===== src/rtl/mem_stage_hs.sv =====
// Memory stage with a request/done handshake to variable-latency data memory,
// byte-lane steering, alignment checking, halt/dump sequencing and lt/lte flags.

module mem_lane #(
    parameter int LANE  = 0,
    parameter int OFF_W = 1
) (
    input  logic             byte_op,
    input  logic [OFF_W-1:0] off,
    input  logic [7:0]       r2_lane,
    input  logic [7:0]       r2_low,
    output logic             be,
    output logic [7:0]       wdata
);
    // A byte store drives the low byte of r2 onto every lane; only the addressed lane is enabled.
    assign be    = ~byte_op | (off == OFF_W'(LANE));
    assign wdata = byte_op ? r2_low : r2_lane;
endmodule

module mem_stage_hs #(
    parameter int DATA_W  = 16,
    parameter int ADDR_W  = 16,
    parameter int BYTE_EN = 1
) (
    input  logic                clk,
    input  logic                rst,
    input  logic                ex_valid,
    input  logic                ex_mem_en,
    input  logic                ex_mem_wr,
    input  logic                ex_byte,
    input  logic                ex_signed,
    input  logic                ex_halt,
    input  logic [DATA_W-1:0]   ex_alu_out,
    input  logic [DATA_W-1:0]   ex_r2,
    input  logic                ex_zero,
    input  logic                ex_ofl,
    output logic                stall,
    output logic                dm_req,
    output logic                dm_wr,
    output logic [ADDR_W-1:0]   dm_addr,
    output logic [DATA_W-1:0]   dm_wdata,
    output logic [DATA_W/8-1:0] dm_be,
    input  logic                dm_done,
    input  logic [DATA_W-1:0]   dm_rdata,
    output logic                wb_valid,
    output logic [DATA_W-1:0]   wb_data,
    output logic                wb_err,
    output logic                lt,
    output logic                lte,
    output logic                dump
);
    localparam int LANES = DATA_W / 8;
    localparam int OFF_W = $clog2(LANES);

    typedef enum logic [1:0] {IDLE, BUSY, HALTED} state_t;
    state_t state, state_nxt;

    logic [ADDR_W-1:0]     ex_addr;
    logic [OFF_W-1:0]      ex_off;
    logic                  illegal;
    logic                  acc_alu, acc_mem, acc_err, acc_halt, acc_any;
    logic                  lt_nxt;
    logic [LANES-1:0]      lane_be;
    logic [LANES-1:0][7:0] lane_wdata;

    logic                  op_byte, op_signed;
    logic [OFF_W-1:0]      op_off;
    logic [DATA_W-1:0]     op_alu;
    logic [7:0]            rd_byte;
    logic [DATA_W-1:0]     ld_data;

    assign ex_addr = ex_alu_out[ADDR_W-1:0];
    assign ex_off  = ex_addr[OFF_W-1:0];
    assign illegal = ex_byte ? (BYTE_EN == 0) : (ex_off != '0);
    assign lt_nxt  = ex_alu_out[DATA_W-1] ^ ex_ofl;
    assign acc_any = acc_alu | acc_mem | acc_err | acc_halt;
    assign stall   = (state != IDLE);

    for (genvar g = 0; g < LANES; g++) begin : g_lane
        mem_lane #(.LANE(g), .OFF_W(OFF_W)) u_lane (
            .byte_op (ex_byte),
            .off     (ex_off),
            .r2_lane (ex_r2[g*8 +: 8]),
            .r2_low  (ex_r2[7:0]),
            .be      (lane_be[g]),
            .wdata   (lane_wdata[g])
        );
    end

    // Halt outranks any memory access on the same instruction.
    always_comb begin
        state_nxt = state;
        acc_alu   = 1'b0;
        acc_mem   = 1'b0;
        acc_err   = 1'b0;
        acc_halt  = 1'b0;
        case (state)
            IDLE: begin
                if (ex_valid) begin
                    if (ex_halt) begin
                        acc_halt  = 1'b1;
                        state_nxt = HALTED;
                    end else if (!ex_mem_en) begin
                        acc_alu = 1'b1;
                    end else if (illegal) begin
                        acc_err = 1'b1;
                    end else begin
                        acc_mem   = 1'b1;
                        state_nxt = BUSY;
                    end
                end
            end
            BUSY:    if (dm_done) state_nxt = IDLE;
            HALTED:  state_nxt = HALTED;
            default: state_nxt = IDLE;
        endcase
    end

    always_comb begin
        rd_byte = dm_rdata[7:0];
        for (int i = 0; i < LANES; i++)
            if (op_off == OFF_W'(i)) rd_byte = dm_rdata[i*8 +: 8];
        if (op_byte) ld_data = {{(DATA_W-8){op_signed & rd_byte[7]}}, rd_byte};
        else         ld_data = dm_rdata;
    end

    always_ff @(posedge clk) begin
        if (rst) begin
            state     <= IDLE;
            dm_req    <= 1'b0;
            dm_wr     <= 1'b0;
            dm_addr   <= '0;
            dm_wdata  <= '0;
            dm_be     <= '0;
            wb_valid  <= 1'b0;
            wb_data   <= '0;
            wb_err    <= 1'b0;
            lt        <= 1'b0;
            lte       <= 1'b0;
            dump      <= 1'b0;
            op_byte   <= 1'b0;
            op_signed <= 1'b0;
            op_off    <= '0;
            op_alu    <= '0;
        end else begin
            state    <= state_nxt;
            wb_valid <= 1'b0;
            wb_err   <= 1'b0;
            dump     <= acc_halt;
            if (acc_any) begin
                lt  <= lt_nxt;
                lte <= lt_nxt | ex_zero;
            end
            if (acc_alu) begin
                wb_valid <= 1'b1;
                wb_data  <= ex_alu_out;
            end
            if (acc_err) begin
                wb_valid <= 1'b1;
                wb_err   <= 1'b1;
                wb_data  <= '0;
            end
            if (acc_mem) begin
                dm_req    <= 1'b1;
                dm_wr     <= ex_mem_wr;
                dm_addr   <= {ex_addr[ADDR_W-1:OFF_W], OFF_W'(0)};
                dm_wdata  <= lane_wdata;
                dm_be     <= lane_be;
                op_byte   <= ex_byte;
                op_signed <= ex_signed;
                op_off    <= ex_off;
                op_alu    <= ex_alu_out;
            end
            // Request fields stay frozen until the memory signals completion.
            if (state == BUSY && dm_done) begin
                dm_req   <= 1'b0;
                wb_valid <= 1'b1;
                wb_data  <= dm_wr ? op_alu : ld_data;
            end
        end
    end
endmodule

===== config.mk =====
export PLATFORM = sky130hd
export DESIGN_NAME = mem_stage_hs
export DESIGN_NICKNAME = d
export VERILOG_FILES = /design/src/rtl/mem_stage_hs.sv
export SDC_FILE = /design/constraint.sdc
export NUM_CORES = 1
export LEC_CHECK = 0
export BUFFER_PORTS_ARGS = -buffer_cell sky130_fd_sc_hd__buf_2
export CORE_MARGIN = 1.5
export CORE_UTILIZATION = 50
export CTS_BUF_LIST = sky130_fd_sc_hd__clkbuf_2 sky130_fd_sc_hd__clkbuf_4 sky130_fd_sc_hd__clkbuf_8
export DETAILED_ROUTE_END_ITERATION = 6
export HOLD_SLACK_MARGIN = 0.02
export PLACE_DENSITY = 0.83
export SYNTH_ARGS = -nofsm -noshare
export SYNTH_HDL_FRONTEND = slang
export SYNTH_SLANG_ARGS = --single-unit

===== constraint.sdc =====
create_clock -name clk -period 2.18 [get_ports clk]
set_input_delay 0.436 -clock clk [delete_from_list [all_inputs] [get_ports clk]]
set_output_delay 0.436 -clock clk [all_outputs]
set_load 0.05 [all_outputs]

==> impl_metrics.ini, run 1 <==
[outcome]
outcome = complete, no violations

[sta]
worst_slack_ns = 0.321
rsz0062_at_grt = no
slew_headroom = 0.646
report.final.hold_viol_count = 0
finClkSkew_ns = 0.00939
min_period_ns = 1.86
tns_ns = 0
max_slew.worst_pin.slew_ns = 0.530
fin_crit_sh = 0.853
fmax_mhz = 538
final_max_slew_viol_count = 0
setup_viol = 0

[synthesis]
yosysSeqAreaShare = 0.428
syn_nets = 387
yosysUniqueCellTypes = 36
async_flop_share = 0
yosys_register_bits = 61
yosys_warnings = 0
synth.avg_cell_area_um2 = 8.70
synthesis.area_um2 = 2850
synthCells = 328
synth_edf_count = 0
synth_ff_type = dfxtp_1

[grt]
grtUsageTotal = 0.252
grt_start_max_net_pins = 35
first_global_vias = 2759
antenna_found_initial = 0
grt_remaining_overflow = 0
grt_pass1_wl_um = 12200

[critical_path]
setup.worst_path.start_class = register
setup.worst_path.class = reg2reg
reg2reg_from = state[0]
arrival_ns = 2.06
crit_start = state[0]
worst_r2r_endpoint = dm_wr
ff2ff_setup_slack_ns = 0.32
rr_worst_depth = 5
critPathCaptureType = register
critPathMaxFanout = 20
cp-endpoint = dm_wr
cp.required_ns = 2.38

[cells_and_area]
syn_to_final_growth_pct = 28.8
diodes = 0
fin_nets = 496
fillers = 459
drive_above_1_share = 0.380
fin_area_um2 = 3670

[floorplanning]
dieWidth_um = 78.5
dieArea_um2 = 6170
start_util = 0.518
rows = 27
fp.dieH_um = 78.5
core_um2 = 5510
ios = 117

[clock_tree]
cts_resized = 0
clock-root-buffer = clkbuf_8
htreeDepth = 3
clk_path_buf_depth = 2
clk_pin_slew_ns = 0.07
cts_hold_buf = 0
numClockSinks = 61
clk-insertion-delay-late_ns = 0.33
cts_tree = yes
post_cts_buffers = 0
cts-buffers-inserted = 9

[pwr]
p_leak_uw = 0.00159
seqPwrFrac = 0.461
p_switching_uw = 794
combPwrFrac = 0.200
power.internal_uw = 1810
clkPwrFrac = 0.338
p_per_area_nw_per_um2 = 708
swShare = 0.305
vdd_drop_max_mv = 0.439

[drt]
drt-initial-drc-count = 170
viasPerCell = 5.60
ant_nets = 0
drc = 0
finalWirelength_um = 7630
vias = 2866
dr.pass1.iters = 5
wl_per_cell_um = 14.9

[place]
place_ws_ns = 0.206
place_congestion = 0.817
hpwl_um = 5600
dpl_cell_area_um2 = 3510
portBuffers = 115

[flow_run]
cap_violations = 0

[min_path]
hp-class = in2reg
-- metal layers --
metal  up-vias  global-route usage  wire length, um
met5         -                   0                0
met4         0               0.129              179
met3        22              0.0605              619
met2       150               0.421             3540
met1      1316               0.300             3300
li1       1378                   -                -
-- power groups by stage --
stage / Combinational, uW / Sequential [uW] / Clock (uW)
final: 521 / 1200 / 880
after CTS: 521 / 1200 / 894
after detailed placement: 520 / 1220 / 0
after global routing: 556 / 1210 / 932
after floorplan: 199 / 1380 / 0
after global placement: 510 / 1220 / 0
-- final cells by class --
type	instances	area (um2)	area share
sequential	61	1220	0.332
inverter	1	3.75	0.00102
timing repair buffer	126	696	0.189
multi-input combinational	238	1500	0.407
tap	72	90.1	0.0245
clock inverter	2	10.0	0.00272
clock buffer	12	159	0.0432
-- cells in the final DEF, fill, tap and decap left out, drive strengths merged, types with 2 or more instances in the layout --
master,instances
nor2,14
a211oi,18
o211ai,7
dfxtp,61
o22ai,3
a21oi,29
nor2b,10
a311oi,6
nor3,20
buf,126
nand2b,17
mux2,7
nand2,60
mux2i,10
clkinv,2
or2,2
nand3,2
clkbuf,12
and3b,3
o21ai,11
o311ai,8
-- Yosys cell counts (2+ instances only) --
cell	instances	area (um2)
and3b_1	3	26.3
o22ai_1	3	18.8
nor3_1	20	100
a21oi_1	29	145
a311oi_1	6	52.6
a211oi_1	3	22.5
o21ai_0	11	55.1
buf_4	5	37.5
a211oi_2	15	188
mux2i_1	10	100
nor2_1	14	52.6
dfxtp_1	61	1220
nand2_1	60	225
mux2_2	7	78.8
clkbuf_1	16	60.1
o211ai_1	7	52.6
buf_2	6	30.0
nand3_1	2	10.0
nand2b_1	17	106
nor2b_1	10	62.6
o311ai_0	8	70.1
-- kinds of logic after synthesis --
family,synth area share
other,0.00131
multiplexers,0.0627
flip-flops,0.428
AO/OA/AOI/OAI,0.232
buffers and inverters,0.0478
XOR/XNOR,0.00307
AND/OR/NAND/NOR,0.225
-- through the flow --
stage | power (uW) | util | hold slack [ns] | instances
2_1_floorplan | 1580 | - | 0.437 | 328
3_3_place_gp | 1730 | 0.637 | 0.439 | 498
3_5_place_dp | 1740 | 0.637 | 0.451 | 498
4_1_cts | 2610 | 0.667 | 0.334 | 512
5_1_grt | 2690 | 0.667 | 0.354 | 512
6_report | 2600 | 0.667 | 0.348 | 512
-- flip-flops by register name, indices dropped and copies added (netlist names), 2 cells and up --
| register | cells |
|---|---|
| state | 2 |
| op_alu | 16 |
| wb_data | 16 |
| dm_wdata | 16 |
| dm_be | 2 |
-- critical path: stages (launching register included) --
cell and delay (ns):
dfxtp_1 0.37, nor4b_4 0.55, nand3_1 0.41, buf_12 0.28
nand2_1 0.07, a21oi_1 0.07
-- worst min-delay path by stage --
| stage | depth (start not counted) | end | from | slack, ns |
|---|---|---|---|---|
| after global routing | 3 | dm_wr | ex_mem_wr | 0.35 |
| after global placement | 2 | dm_wdata[4] | dm_wdata[4] | 0.44 |
| after CTS | 3 | op_signed | ex_signed | 0.33 |
| after detailed placement | 2 | op_signed | op_signed | 0.45 |
| after floorplan | 2 | op_signed | op_signed | 0.44 |
| final | 3 | op_signed | ex_signed | 0.35 |
Power figures use the tool's default switching activity.
==> inputs of run 2 (changes only) <==
==> constraint.sdc (replaced) <==
create_clock -name clk -period 2.2 [get_ports clk]
set_input_delay 0.44 -clock clk [delete_from_list [all_inputs] [get_ports clk]]
set_output_delay 0.44 -clock clk [all_outputs]
set_load 0.05 [all_outputs]
==> impl_metrics.ini, run 2 (synthesized netlist as in run 1, its figures left out) <==
[outcome]
outcome = complete, no violations

[clock_tree]
clk_path_buf_depth = 2
numClockSinks = 61
cts_hold_buf = 0
cts-buffers-inserted = 9
clock-root-buffer = clkbuf_8
clk-insertion-delay-late_ns = 0.33
post_cts_buffers = 0
cts_resized = 0
htreeDepth = 3
clk_pin_slew_ns = 0.07
cts_tree = yes

[pwr]
p_per_area_nw_per_um2 = 785
vdd_drop_max_mv = 0.648
p_leak_uw = 0.00162

[sta]
report.final.hold_viol_count = 0
fmax_mhz = 515
slew_headroom = 0.632
rsz0062_at_grt = no
finClkSkew_ns = 0.00787
tns_ns = 0
min_period_ns = 1.94
fin_crit_sh = 0.883
max_slew.worst_pin.slew_ns = 0.550
setup_viol = 0
final_max_slew_viol_count = 0
worst_slack_ns = 0.257

[critical_path]
reg2reg_from = state[0]
critPathCaptureType = register
cp.required_ns = 2.43
critPathMaxFanout = 10
arrival_ns = 2.18
ff2ff_setup_slack_ns = 0.26
setup.worst_path.class = reg2reg
crit_path_top_delay_cell = nor4b_4
crit_path_max_incr_delay_ns = 0.57
setup.worst_path.start_class = register
path_cells = nor4b_4 > a21boi_4 > buf_4 > nor3_1 > a311oi_1
crit_start = state[0]

[floorplanning]
dieArea_um2 = 6170
rows = 27
core_um2 = 5510
fp.dieH_um = 78.5
ios = 117
dieWidth_um = 78.5
start_util = 0.518

[flow_run]
cap_violations = 0

[drt]
dr.pass1.iters = 4
drc = 0
viasPerCell = 5.50
finalWirelength_um = 7800
drt-initial-drc-count = 200
ant_nets = 0
vias = 2841
wl_per_cell_um = 15.1

[place]
portBuffers = 115
place_inst = 501
hpwl_um = 5560
place_congestion = 0.820
place_ws_ns = 0.149
dpl_cell_area_um2 = 3490

[cells_and_area]
layout_common_cells = 115 x buf_2, 61 x dfxtp_1, 60 x nand2_1
fin_area_um2 = 3740
syn_to_final_growth_pct = 31.1
fillers = 463
final_common_cell = buf_2
drive_above_1_share = 0.387
fin_cells = 517
diodes = 0
fin_nets = 499
top_regs = dm_wdata x16, op_alu x16, wb_data x16

[grt]
antenna_found_initial = 0
grt_pass1_wl_um = 12300
grt_remaining_overflow = 0
grtUsageTotal = 0.256
first_global_vias = 2627
grt_start_max_net_pins = 34

[min_path]
hp-class = in2reg
hold_start = ex_mem_wr
run 2: area by class of cell:
type,count,area [um2],area share
tap,72,90.1,0.0241
clock inverter,4,95.1,0.0254
inverter,1,3.75,0.00100
sequential,61,1220,0.327
multi-input combinational,238,1500,0.400
clock buffer,12,153,0.0408
timing repair buffer,129,681,0.182
run 2: final timing paths:
| kind | to | depth (start not counted) |
|---|---|---|
| hold reg to reg | dm_wdata[7] | 2 |
| hold / removal | dm_wr | 3 |
| setup / recovery | wb_data[1] | 5 |
| setup reg to reg | wb_data[1] | 5 |
run 2: critical path: cells and delay by family, from the launching register on:
family / cells / cell delay [ns]
buffers and inverters: 1 / 0.23
flip-flops: 1 / 0.37
AND/OR/NAND/NOR: 2 / 0.63
AO/OA/AOI/OAI: 2 / 0.62
run 2: metrics by stage:
step	hold slack (ns)	total power, uW	util
2_1_floorplan	0.437	1570	-
3_3_place_gp	0.442	1710	0.634
3_5_place_dp	0.443	1720	0.634
4_1_cts	0.331	2950	0.679
5_1_grt	0.351	3040	0.679
6_report	0.342	2930	0.679
run 2: routing by layer:
metal	vias up	wire length [um]	global-route usage	part of all wire
met5	-	0	0	0
met4	0	68	0.0946	0.0087
met3	8	717	0.0581	0.092
met2	135	3740	0.418	0.48
met1	1311	3270	0.328	0.42
li1	1387	-	-	-
run 2: power by group:
part	leakage, uW	total [uW]	internal, uW	switching (uW)
Clock	0.000127	1230	808	424
Combinational	0.000999	516	164	352
Sequential	0.000497	1190	1160	31.6
Total	0.00162	2930	2130	807
